File: src/rtl/aes_round_controller.sv
// rtl/aes_round_controller.sv - AES-128 round sequencer: state register, round counter, round-key handshake
module aes_round_controller #(
  parameter int NUM_ROUNDS = 10,
  parameter int RW         = $clog2(NUM_ROUNDS + 1)
) (
  input  logic                 clk,
  input  logic                 n_rst,
  input  logic                 start,
  input  logic                 abort,
  input  logic [0:15][7:0]     data_in,
  output logic                 busy,
  output logic                 done,
  output logic [0:15][7:0]     data_out,
  output logic                 key_req,
  output logic [RW-1:0]        key_round,
  input  logic                 key_valid,
  input  logic [0:3][31:0]     round_key,
  output logic [0:15][7:0]     round_in,
  output logic                 final_round,
  input  logic [0:15][7:0]     round_out,
  output logic [0:15][7:0]     rk_state,
  output logic [0:3][31:0]     rk_key,
  input  logic [0:15][7:0]     rk_result
);

  typedef enum logic [1:0] {IDLE, REQ, DONE} state_t;

  localparam logic [RW-1:0] LAST_ROUND = RW'(NUM_ROUNDS);

  state_t          state, state_nxt;
  logic [RW-1:0]   round, round_nxt;
  logic [0:15][7:0] state_reg, state_reg_nxt;
  logic [0:15][7:0] data_out_reg, data_out_nxt;

  // State, round counter, cipher state and result registers
  always_ff @(posedge clk or negedge n_rst) begin
    if (!n_rst) begin
      state        <= IDLE;
      round        <= '0;
      state_reg    <= '0;
      data_out_reg <= '0;
    end else begin
      state        <= state_nxt;
      round        <= round_nxt;
      state_reg    <= state_reg_nxt;
      data_out_reg <= data_out_nxt;
    end
  end

  // Next-state logic: abort beats key_valid, a round only advances on an accepted key
  always_comb begin
    state_nxt     = state;
    round_nxt     = round;
    state_reg_nxt = state_reg;
    data_out_nxt  = data_out_reg;
    case (state)
      IDLE: begin
        if (start) begin
          state_reg_nxt = data_in;
          round_nxt     = '0;
          state_nxt     = REQ;
        end
      end
      REQ: begin
        if (abort) begin
          round_nxt = '0;
          state_nxt = IDLE;
        end else if (key_valid) begin
          state_reg_nxt = rk_result;
          if (round == LAST_ROUND) begin
            data_out_nxt = rk_result;
            state_nxt    = DONE;
          end else begin
            round_nxt = round + RW'(1);
          end
        end
      end
      DONE: begin
        round_nxt = '0;
        state_nxt = IDLE;
      end
      default: begin
        round_nxt = '0;
        state_nxt = IDLE;
      end
    endcase
  end

  // Outputs decoded from registered state only; round 0 keys the raw plaintext
  always_comb begin
    busy        = (state == REQ) || (state == DONE);
    done        = (state == DONE);
    key_req     = (state == REQ);
    key_round   = round;
    final_round = (round == LAST_ROUND);
    data_out    = data_out_reg;
    round_in    = state_reg;
    rk_state    = (round == '0) ? state_reg : round_out;
    rk_key      = round_key;
  end

endmodule

File: config.mk
export PLATFORM = sky130hd
export DESIGN_NAME = aes_round_controller
export DESIGN_NICKNAME = d
export VERILOG_FILES = /design/src/rtl/aes_round_controller.sv
export SDC_FILE = /design/constraint.sdc
export NUM_CORES = 1
export LEC_CHECK = 0
export BUFFER_PORTS_ARGS = -buffer_cell sky130_fd_sc_hd__buf_2
export CAP_MARGIN = 30
export CORE_AREA = 2 2 398 400
export CTS_CLUSTER_SIZE = 30
export DETAILED_ROUTE_END_ITERATION = 8
export DIE_AREA = 0 0 400 402
export GPL_TIMING_DRIVEN = 0
export SLEW_MARGIN = 40
export SYNTH_ARGS = -nofsm -noshare
export SYNTH_HDL_FRONTEND = slang
export SYNTH_SLANG_ARGS = --single-unit
export TNS_END_PERCENT = 20
File: constraint.sdc
create_clock -name clk -period 3.08 [get_ports clk]
set_clock_uncertainty 0.2 [all_clocks]
set_input_delay 0.616 -clock clk [delete_from_list [all_inputs] [get_ports clk]]
set_output_delay 0.616 -clock clk [all_outputs]
set_load 0.01 [all_outputs]
## Word-level counts from Yosys, hierarchy flattened

Cells that the tools add are included.

| storage, ports and cells | value |
|---|---|
| register bits | 262 |
| input port bits | 517 |
| output and inout bits | 520 |
| logic and storage cells | 68 |

| operators by class | value |
|---|---|
| $add $sub $neg | 1 |
| eq/ne operators | 9 |
| mux-type cells | 15 |
| bitwise logic cells | 1 |
| reductions and logical operators | 8 |

Operators with widths:

| cell | count |
|---|---|
| $mux W128 | 4 |
| $pmux W128 S2 | 1 |
| $mux W4 | 4 |
| $mux W2 | 4 |
| $pmux W4 S2 | 1 |
| $reduce_and A4 Y1 | 2 |
| $ne A3 B2 Y1 const B | 2 |
| $reduce_and A3 Y1 | 2 |
| $add A4 B1 Y4 const B | 1 |
| $eq A4 B4 Y1 const B | 1 |
| $logic_not A4 Y1 | 1 |
| $ne A2 B2 Y1 const B | 2 |
| $pmux W2 S2 | 1 |
| $ne A3 B3 Y1 const B | 1 |
| $eq A2 B1 Y1 const B | 1 |
| $eq A2 B2 Y1 const B | 1 |
| $logic_not A2 Y1 | 1 |
| $ne A2 B1 Y1 const B | 1 |
| $reduce_bool A2 Y1 | 1 |
| $logic_or A1 B1 Y1 | 1 |
| $not A1 Y1 | 1 |

## Longest topological paths before layout

| logic depth | value |
|---|---|
| word-level depth | 5 |
| gate-level depth with buffers | 9 |
| mapped depth without buffers | 6 |

## Worst setup path after synthesis

Ideal clock, no wire load.

| timing | value |
|---|---|
| kind | reg-to-output |
| start point | register round[0] (netlist: key_round[0]) |
| end point | output rk_state[0] (netlist bit) |
| arrival time | 1.706 ns |
| required time | 2.264 ns |
| path slack | 0.558 ns |
| cell stages (with the launch flop) | 7 |
| buffers on the path | 2 |
| cell sequence | dfrtp_1 > inv_1 > ha_1 > nor3b_1 > clkbuf_1 > buf_2 > mux2_2 |

RTL lines:

| element | RTL line | text |
|---|---|---|
| from (decl) | 31 | `logic [RW-1:0] round, round_nxt;` |
| from (signal assigned) | 44 | `round <= round_nxt;` |
| to (decl) | 21 | `output logic [0:15][7:0] rk_state,` |

==> impl_metrics.ini <==
[timing]
worst_slack_ps = -321
grt_setup_unrepaired = yes
fmaxAchievable_mhz = 294
setup_viol = 128
min_period_ps = 3400
worstMarginPinSlew_ps = 789
timing.final.max_slew_violations = 0
finalCritPeriodShare_pct = 110
hold_viol = 0
setup_tns_ps = -26160
maxSlewHeadroom_pct = 45.9

[final_layout]
drive_above_1_share_pct = 68.4
syn_to_final_growth_pct = 72.5
fin_cells = 4219
design_area_sq_um = 24100
final_nets = 2635

[route]
via_per_inst = 3.20
drcViolationCount = 0
first_pass_iters = 5
vias = 13500
wl_per_cell_microns = 26.1
ant_nets = 0
first_iter_violations = 921
routed_wirelength_microns = 110000

[power]
ir_drop_v = 0.000388
powerDensity_nw_per_um2 = 976
p_leak_uw = 0.0121

[floorplanning]
die-area_sq_um = 161000
chipHeight_microns = 402
die_w_microns = 400
start_util_pct = 8.91
core_area_sq_um = 157000
ioPinCount = 1037
rows = 146

[clock_tree]
cts_max_level = 2
clock_sinks = 262
insertion_delay_ps = 590
cts_inserted_buffers = 39
root_buffer = clkbuf_16
cts_tree = built
clk_pin_slew_worst_paths_ps = 60
clock_path_buffers = 3

[global_route]
grt_first_pass_wirelength_microns = 136000
overflow = 0
use_met3_pct = 4.91
track_usage_pct = 13.0
antenna_found_initial = 32
grt_pass1_vias = 13400
grt_busiest_layer = met2
globalRouteMet1Util_pct = 15.0
grt_max_degree = 69
grtUsageMet2_pct = 21.8

[logic_synthesis]
synthArstFlopShare_pct = 100
syn_inst = 1142
synth.most_common_cell = dfrtp_1
synth.net_count = 1665
netlist-cell-type-count = 29
synth-edff-count = 0
synth.largest_area_cell = dfrtp_1
synthTopCellsByArea = dfrtp_1, mux2_4, mux2_2
synthTopCellsByCount = dfrtp_1, mux2_2, a21oi_1, nor2_1
ys_seq_area_share_pct = 46.9
ys_ff_latch = 262
ys.flop_type = dfrtp_1
yosysTopAreaCellShare_pct = 46.9
ys_warn_count = 0
netlist_area_sq_um = 14000
synth_area_per_cell_sq_um = 12.3

[place]
place_ws_ps = -823
dp_cells = 4128
portBuffers = 908
dpl_cell_area_sq_um = 21300
gp_congestion = 0.900
dp_hpwl_microns = 95100

[critical_path]
rrSetupSlack_ps = 180
cpPeakStageDelay_ps = 390
critPathMaxFanout = 10
arrival_ps = 2580
required_ps = 2260
cp-end-kind = primary output
startpoint_type = flop
path_class = flop to primary output
cpMostUsedCell = buf_12
cp_slowest_cell = dfrtp_1
worstPathCellList = inv_2 > ha_4 > nor3b_4 > clkbuf_16 > buf_12 > buf_12 > buf_12 > mux2_2 > buf_2

[flow_run]
max_cap_viol_count = 0

[outcome]
status = finished with violations
violations = setup timing

[min_path]
min_path_type = primary input to flop
[path summary, 6_finish.rpt]
| path | start | end | cells past startpoint |
|---|---|---|---|
| max | key_round[1]$_DFFE_PN0P_ | rk_state[74] | 9 |
| min | rk_result[118] | data_out[118]$_DFFE_PN0P_ | 2 |
| max reg2reg | state[1]$_DFFE_PN0P_ | round_in[14]$_DFFE_PN0P_ | 8 |
| min reg2reg | data_out[75]$_DFFE_PN0P_ | data_out[75]$_DFFE_PN0P_ | 1 |
| max in group asynchronous | n_rst | data_out[75]$_DFFE_PN0P_ | 4 |
| min in group asynchronous | n_rst | data_out[40]$_DFFE_PN0P_ | 2 |
[worst max-delay path, delay by kind of cell (launching register included)]
family / cells / cell delay, ps
adder cells (fa/ha/maj): 1 / 130
buffers and inverters: 6 / 890
multiplexers: 1 / 330
AND/OR/NAND/NOR: 1 / 260
flip-flops: 1 / 390
[final cells by class]
| class | count | area, sq um |
|---|---|---|
| fillers | 17800 | 133000 |
| flip-flops and latches | 262 | 6560 |
| multi-input cells | 675 | 6400 |
| repair buffers | 931 | 5600 |
| well taps | 2072 | 2590 |
| plain buffers | 198 | 1580 |
| clock buffers | 53 | 1170 |
| clock inverters | 15 | 193 |
| diodes | 8 | 20.0 |
| inverters | 5 | 18.8 |
[where the power goes]
group / internal (uW) / total, uW / switching [uW] / leakage, uW
combinational: 5490 / 13200 / 7760 / 0.00817
sequential: 4320 / 5410 / 1080 / 0.00328
clock: 2990 / 4900 / 1910 / 0.000677
total: 12800 / 23600 / 10800 / 0.0121
[placed cells by master (no fill, tap or decap), drive strengths merged, types with 2 or more instances in the layout]
cell type  instances
nor2             130
inv                7
mux2i            128
nand2              2
diode              8
bufinv             4
clkinv             8
mux2             257
a21oi            132
ha                 6
clkbuf            58
buf             1123
dfrtp            262
nor2b              2
nand2b             4
[per-layer routing]
metal / wire length, microns / vias to the layer above / share of wire (%)
met5: 34 / - / 0.031
met4: 4090 / 4 / 3.7
met3: 10600 / 143 / 9.6
met2: 52300 / 818 / 47
met1: 43200 / 6750 / 39
li1: - / 5806 / -
[stage by stage]
step / util [%] / hold slack [ps] / power, uW
after floorplan: - / 120 / 9900
after global placement: 13.4 / 287 / 16900
after detailed placement: 13.6 / 287 / 17100
after CTS: 15.2 / 5.70 / 24000
after global routing: 15.4 / 35.3 / 24800
final: 15.4 / 60.1 / 23600
[kinds of logic (layout without fill, tap and decap cells)]
kind of cell | count (synthesis) | in the layout | share of synthesized area (%)
AO/OA/AOI/OAI | 140 | 140 | 5.18
AND/OR/NAND/NOR | 144 | 144 | 4.14
other | 0 | 8 | 0
buffers and inverters | 205 | 1202 | 10.2
multiplexers | 385 | 385 | 33.1
adder cells (fa/ha/maj) | 6 | 6 | 0.537
flip-flops | 262 | 262 | 46.9
[what timing repair did]
item / in CTS / in global routing
pin swaps: 1 / 0
buffers inserted: 11 / 1
setup endpoints to repair: 134 / 136
gates resized for setup: 282 / 62
endpoints found under the hold margin: 28 / 0
hold buffers: 1 / 0
cloned: 3 / 1
Power figures use the tool's default switching activity.
